--- src/rtl/risc1_mem_pkg.sv ---
// Shared types and defaults for the memory port arbiter.
//   arb_state_e : arbiter FSM states (idle, strobe asserted, strobe released)
//   owner_e     : which requester owns the current memory access
package risc1_mem_pkg;

  localparam int unsigned DefAddrW = 8;
  localparam int unsigned DefDataW = 8;

  typedef enum logic [1:0] {
    StIdle,
    StReq,
    StRelease
  } arb_state_e;

  typedef enum logic {
    OwnFetch = 1'b0,
    OwnData  = 1'b1
  } owner_e;

endpackage

--- src/rtl/mem_rr_pick.sv ---
// Two-way round-robin picker between the fetch and data ports.
//   req_fetch_i  : fetch port requesting
//   req_data_i   : data port requesting
//   last_owner_i : port granted most recently
//   gnt_o        : one-hot grant, [0] = fetch, [1] = data
module mem_rr_pick
  import risc1_mem_pkg::*;
(
  input  logic       req_fetch_i,
  input  logic       req_data_i,
  input  owner_e     last_owner_i,
  output logic [1:0] gnt_o
);

  always_comb begin
    gnt_o = 2'b00;
    if (req_fetch_i && req_data_i) begin
      // On a tie the port that did not go last wins.
      gnt_o = (last_owner_i == OwnFetch) ? 2'b10 : 2'b01;
    end else if (req_fetch_i) begin
      gnt_o = 2'b01;
    end else if (req_data_i) begin
      gnt_o = 2'b10;
    end
  end

endmodule

--- src/rtl/mem_port_arbiter.sv ---
// Sole master of the byte memory: arbitrates instruction fetch against data load/store and
// runs each granted access as a four-phase level handshake (strobe up, ready up, strobe down,
// ready down), with a per-phase timeout that completes the access with an error flag.
//   clk, reset        : clock, asynchronous active-high reset
//   if_*              : fetch port (req/addr in; gnt, done, rdata, err out)
//   d_*               : data port (req/we/addr/wdata in; gnt, done, rdata, err out)
//   mem_*             : memory accessor (read/write strobes, address, write value out;
//                       read value, ready in)
module mem_port_arbiter
  import risc1_mem_pkg::*;
#(
  parameter int unsigned ADDR_W  = DefAddrW,
  parameter int unsigned DATA_W  = DefDataW,
  parameter int unsigned TIMEOUT = 16
) (
  input  logic              clk,
  input  logic              reset,
  input  logic              if_req,
  input  logic [ADDR_W-1:0] if_addr,
  output logic              if_gnt,
  output logic              if_done,
  output logic [DATA_W-1:0] if_rdata,
  output logic              if_err,
  input  logic              d_req,
  input  logic              d_we,
  input  logic [ADDR_W-1:0] d_addr,
  input  logic [DATA_W-1:0] d_wdata,
  output logic              d_gnt,
  output logic              d_done,
  output logic [DATA_W-1:0] d_rdata,
  output logic              d_err,
  output logic              mem_read,
  output logic              mem_write,
  output logic [ADDR_W-1:0] mem_address,
  output logic [DATA_W-1:0] mem_write_value,
  input  logic [DATA_W-1:0] mem_read_value,
  input  logic              mem_ready
);

  localparam int unsigned   CntW    = $clog2(TIMEOUT + 1);
  localparam logic [CntW-1:0] CntLast = CntW'(TIMEOUT - 1);

  arb_state_e        state_q;
  owner_e            owner_q;
  owner_e            last_owner_q;
  logic              we_q;
  logic [ADDR_W-1:0] addr_q;
  logic [DATA_W-1:0] wdata_q;
  logic              mem_read_q;
  logic              mem_write_q;
  logic [CntW-1:0]   cnt_q;
  logic              err_q;
  logic [DATA_W-1:0] rd_stage_q;
  logic              rd_valid_q;
  logic              if_done_q;
  logic              if_err_q;
  logic [DATA_W-1:0] if_rdata_q;
  logic              d_done_q;
  logic              d_err_q;
  logic [DATA_W-1:0] d_rdata_q;

  logic [1:0] pick_gnt;
  logic       grant_any;
  logic       pick_data;
  logic       pick_write;
  logic       rel_done;
  logic       done_err;

  mem_rr_pick u_pick (
    .req_fetch_i  (if_req),
    .req_data_i   (d_req),
    .last_owner_i (last_owner_q),
    .gnt_o        (pick_gnt)
  );

  // Grants are only offered while idle and never while reset is held.
  assign grant_any  = (state_q == StIdle) && !reset && (pick_gnt != 2'b00);
  assign pick_data  = pick_gnt[1];
  assign pick_write = pick_data && d_we;

  // Release ends on ready low, or on ready stuck high for the full timeout.
  assign rel_done = !mem_ready || (cnt_q == CntLast);
  assign done_err = err_q || mem_ready;

  always_ff @(posedge clk or posedge reset) begin
    if (reset) begin
      state_q      <= StIdle;
      owner_q      <= OwnFetch;
      last_owner_q <= OwnFetch;
      we_q         <= 1'b0;
      addr_q       <= '0;
      wdata_q      <= '0;
      mem_read_q   <= 1'b0;
      mem_write_q  <= 1'b0;
      cnt_q        <= '0;
      err_q        <= 1'b0;
      rd_stage_q   <= '0;
      rd_valid_q   <= 1'b0;
      if_done_q    <= 1'b0;
      if_err_q     <= 1'b0;
      if_rdata_q   <= '0;
      d_done_q     <= 1'b0;
      d_err_q      <= 1'b0;
      d_rdata_q    <= '0;
    end else begin
      if_done_q <= 1'b0;
      if_err_q  <= 1'b0;
      d_done_q  <= 1'b0;
      d_err_q   <= 1'b0;
      unique case (state_q)
        StIdle: begin
          if (grant_any) begin
            owner_q      <= pick_data ? OwnData : OwnFetch;
            last_owner_q <= pick_data ? OwnData : OwnFetch;
            we_q         <= pick_write;
            addr_q       <= pick_data ? d_addr : if_addr;
            wdata_q      <= pick_data ? d_wdata : '0;
            mem_read_q   <= !pick_write;
            mem_write_q  <= pick_write;
            err_q        <= 1'b0;
            rd_valid_q   <= 1'b0;
            cnt_q        <= '0;
            state_q      <= StReq;
          end
        end
        StReq: begin
          if (mem_ready) begin
            // Staged so the port's rdata only changes together with its done pulse.
            rd_stage_q  <= mem_read_value;
            rd_valid_q  <= !we_q;
            mem_read_q  <= 1'b0;
            mem_write_q <= 1'b0;
            cnt_q       <= '0;
            state_q     <= StRelease;
          end else if (cnt_q == CntLast) begin
            err_q       <= 1'b1;
            mem_read_q  <= 1'b0;
            mem_write_q <= 1'b0;
            cnt_q       <= '0;
            state_q     <= StRelease;
          end else if (cnt_q != '1) begin
            cnt_q <= cnt_q + 1'b1;
          end
        end
        StRelease: begin
          if (rel_done) begin
            cnt_q   <= '0;
            state_q <= StIdle;
            if (owner_q == OwnData) begin
              d_done_q <= 1'b1;
              d_err_q  <= done_err;
              if (rd_valid_q) d_rdata_q <= rd_stage_q;
            end else begin
              if_done_q <= 1'b1;
              if_err_q  <= done_err;
              if (rd_valid_q) if_rdata_q <= rd_stage_q;
            end
          end else if (cnt_q != '1) begin
            cnt_q <= cnt_q + 1'b1;
          end
        end
        default: state_q <= StIdle;
      endcase
    end
  end

  assign if_gnt          = grant_any && !pick_data;
  assign d_gnt           = grant_any && pick_data;
  assign if_done         = if_done_q;
  assign if_err          = if_err_q;
  assign if_rdata        = if_rdata_q;
  assign d_done          = d_done_q;
  assign d_err           = d_err_q;
  assign d_rdata         = d_rdata_q;
  assign mem_read        = mem_read_q;
  assign mem_write       = mem_write_q;
  assign mem_address     = addr_q;
  assign mem_write_value = wdata_q;

endmodule

--- config.mk ---
export PLATFORM = sky130hd
export DESIGN_NAME = mem_port_arbiter
export DESIGN_NICKNAME = d
export VERILOG_FILES = /design/src/rtl/risc1_mem_pkg.sv /design/src/rtl/mem_rr_pick.sv /design/src/rtl/mem_port_arbiter.sv
export SDC_FILE = /design/constraint.sdc
export NUM_CORES = 1
export LEC_CHECK = 0
export CAP_MARGIN = 20
export CORE_AREA = 5 5 61 104
export DETAILED_ROUTE_END_ITERATION = 10
export DIE_AREA = 0 0 66 109
export GPL_TIMING_DRIVEN = 0
export HOLD_SLACK_MARGIN = 0.15
export PLACE_DENSITY = 0.84
export SETUP_SLACK_MARGIN = 0.15
export SKIP_CTS_REPAIR_TIMING = 1
export SLEW_MARGIN = 20
export SYNTH_ARGS = -nofsm -noshare
export SYNTH_HDL_FRONTEND = slang
export SYNTH_SLANG_ARGS = --single-unit
export TNS_END_PERCENT = 10
--- constraint.sdc ---
create_clock -name clk -period 2.1 [get_ports clk]
set_input_delay 0.525 -clock clk [delete_from_list [all_inputs] [get_ports clk]]
set_output_delay 0.525 -clock clk [all_outputs]
set_load 0.005 [all_outputs]
==> metrics.md <==
| Metric | Value |
|---|---|
| Status | `finished, final reports clean` |
| Worst r2r dst | `cnt_q[1]$_DFFE_PP0P_` |
| Max_cap viols | `0` |
| Final-stage net count | `328` |
| P per Cell Area | `1250 nW/um^2` |
| TritonCTS Sinks | `57` |
| Clock latency at the later pin of the worst-skew pair | `0.33 ns` |
| Met3 usage | `2.68%` |
| #FFs+latches synth | `57` |
| TNS Setup | `0 ns` |
| Die area | `7190 sq um` |
| DP Area | `3270 sq um` |
| Syn nets | `225` |
| Slew headroom | `54.1%` |
| Row count | `36` |
| H-tree depth | `3` |
| Total Power | `4.60 mW` |
| Hold_ws | `0.431 ns` |
| RSZ-0062 raised after global routing | `true` |
| Setup CP Type | `flop to output pin` |
| Clk pwr share | `23.4%` |
| LEAKAGE | `1.74 nW` |
| Worst path bufs/invs | `3` |
| Initial antenna violation count | `0` |
| Req. time, crit path | `1.57 ns` |
| Pins Over Slew Limit | `0` |
| Aggregate global routing overflow | `0` |
| Dpl ws | `-0.852 ns` |
| Arr. time, crit path | `1.55 ns` |
| Critical path's top delay family | `flip-flops` |
| Hold WC Path Type | `input pin to async pin` |
| Sequential fraction of design power | `37.6%` |
| Final core occ | `67.5%` |
| Highest net fanout along the worst path | `5` |
| Die Ht | `109 um` |
| Hold Vio Cnt, Final | `0` |
| Clock Tree Root | `clkbuf_8` |
| Core area | `5450 sq um` |
| Period utilization | `98.9%` |
| Crit. End Element | `output pin` |
| CP startpoint | `state_q[1]$_DFFE_PP0P_` |
| M2 GR Usage | `30.7%` |
| Non-Filler Instances | `365` |
| Vias in the first global route | `1917` |
| Share of cells above drive strength 1 | `27.0%` |
| Gpl congestion | `0.771` |
| Sw Ratio | `29.6%` |
| Slowest-stage cell, CP | `dfrtp_1` |
| Crit. path cell count | `6` |
| Met1 Use GR | `18.3%` |
| Pin count of the biggest net entering global routing | `58` |
| # DRC | `0` |
| Iter 0 DRT Violations | `166` |
| Worst setup margin | `0.0234 ns` |
| Internal Pwr Total | `3.24 mW` |
| Combinational fraction of design power | `39.0%` |
| Count of final setup violators | `0` |
| First-pass DRT Iterations | `5` |
| ANT cells | `0` |
| R2r worst-path depth | `7` |
| Clock Pin Slew Worst Setup and Hold Paths | `0.07 ns` |
| Synth-to-layout area growth | `53.1%` |
| Tmin final | `2.08 ns` |
| Final ANT Viol Nets | `0` |
| Initial Utilization | `44.1%` |
| Synth cell types | `37` |
| CTS tree | `done` |
| IO Port Bufs | `77` |
| WL final | `6.08 mm` |
| Worst setup SP type | `flop` |
| Commonest non-fill, non-tap cell in the layout | `clkdlybuf4s50_1` |
| Most frequent cells in the layout | `clkdlybuf4s50_1, dfrtp_1, mux2_2` |
| Reg-to-reg startpoint | `state_q[1]$_DFFE_PP0P_` |
| Peak VDD IR | `0.000791 V` |
| DPL Wire Length | `4.24 mm` |
| Net Sw Power | `1.36 mW` |
| Synth Warn # | `0` |
| # IOs | `78` |
| Most used routing layer | `met2` |
| Flop2flop setup slack | `0.11 ns` |
| DP Cell Count | `334` |
| First-pass GRT wire length | `9.24 mm` |
| Clk_skew | `0.00712 ns` |
| Crit-path cells | `inv_2 > ha_4 > nor2b_4 > and3_4 > buf_8 > buf_6` |
| Chip Width | `66 um` |
| CTS Buf Count | `9` |
| Crit path largest cell delay | `0.41 ns` |
| WL/cell | `16.6 um` |
| All-Layer GR Usage | `17.0%` |
| Post-route cell area | `3680 sq um` |
| Worst-Margin Slew | `0.688 ns` |
| Syn_area_per_cell | `13.3 sq um` |
| Mapped cell area | `2400 sq um` |
| Bufs on Longest Clock Path | `2` |
| # fillers | `425` |
| Sequential area share after synthesis | `59.3%` |
| Drt via density | `5.15` |
| Peak Freq | `482 MHz` |
| Cell count after synthesis | `181` |
| Detailed-route via count | `1878` |
[cell families after synthesis]
group | synth area share (%)
compound gates | 15.3
simple gates | 5.93
fa+ha+maj | 3.12
flops | 59.3
mux | 12.6
buf+inv | 3.69
[sequential cells by signal (all words and copies together), names as in the netlist]
signal,cells
state_q,2
err_q,1
if_rdata,8
we_q,1
cnt_q,5
mem_write_value,8
mem_read,1
rd_valid_q,1
mem_address,8
d_done,1
if_err,1
if_done,1
last_owner_q,1
d_rdata,8
rd_stage_q,8
mem_write,1
d_err,1
[how the worst max path moves through the flow]
stage	to
after global routing	d_gnt
after detailed placement	if_gnt
after global placement	if_rdata[4]$_DFFE_PP0P_
after floorplan	cnt_q[0]$_DFFE_PP0P_
final	d_gnt
after CTS	d_gnt
[synth_stat cells (all sizes together)]
cell type	number	area, sq um
dfrtp	57	1430
mux2	26	293
inv	15	56.3
a22o	10	87.6
a222oi	8	80.1
clkbuf	6	22.5
ha	6	75.1
nand2	6	22.5
nor2	6	25.0
a21oi	5	25.0
a21o	4	31.3
nor3	3	15.0
o21ai	3	15.0
a31oi	2	12.5
buf	2	10.0
o2bb2ai	2	17.5
o31ai	2	15.0
a21bo	1	16.3
a21boi	1	7.51
a221oi	1	8.76
a22oi	1	7.51
a31o	1	8.76
a32o	1	10.0
a41o	1	10.0
and2	1	6.26
and3	1	6.26
mux2i	1	10.0
nand3	1	5.00
nand3b	1	7.51
nand4	1	6.26
nand4b	1	23.8
nor2b	1	6.26
nor3b	1	18.8
o21bai	1	7.51
o41ai	1	8.76
[cell type report]
type | count | area [sq um] | share of cell area [%]
Inverter | 15 | 58.8 | 1.60
Buffer | 8 | 51.3 | 1.39
Tap cell | 76 | 95.1 | 2.58
Sequential cell | 57 | 1430 | 38.8
Multi-Input combinational cell | 101 | 933 | 25.4
Timing Repair Buffer | 92 | 900 | 24.4
Clock buffer | 12 | 165 | 4.49
Clock inverter | 4 | 50.0 | 1.36
[power by group through the flow]
stage / registers (mW) / clock network [mW] / logic, mW
after global routing: 1.78 / 1.15 / 1.93
after detailed placement: 1.74 / 0 / 1.62
after CTS: 1.73 / 1.09 / 1.64
final: 1.73 / 1.08 / 1.80
after floorplan: 1.73 / 0 / 0.790
after global placement: 1.72 / 0 / 1.57
[routing by layer]
layer,part of all wire (%),up-vias
li1,-,872
met1,36,928
met2,56,60
met3,3.6,18
met4,3.4,0
met5,0,-
Note: power is estimated with default switching activity, not from simulation.
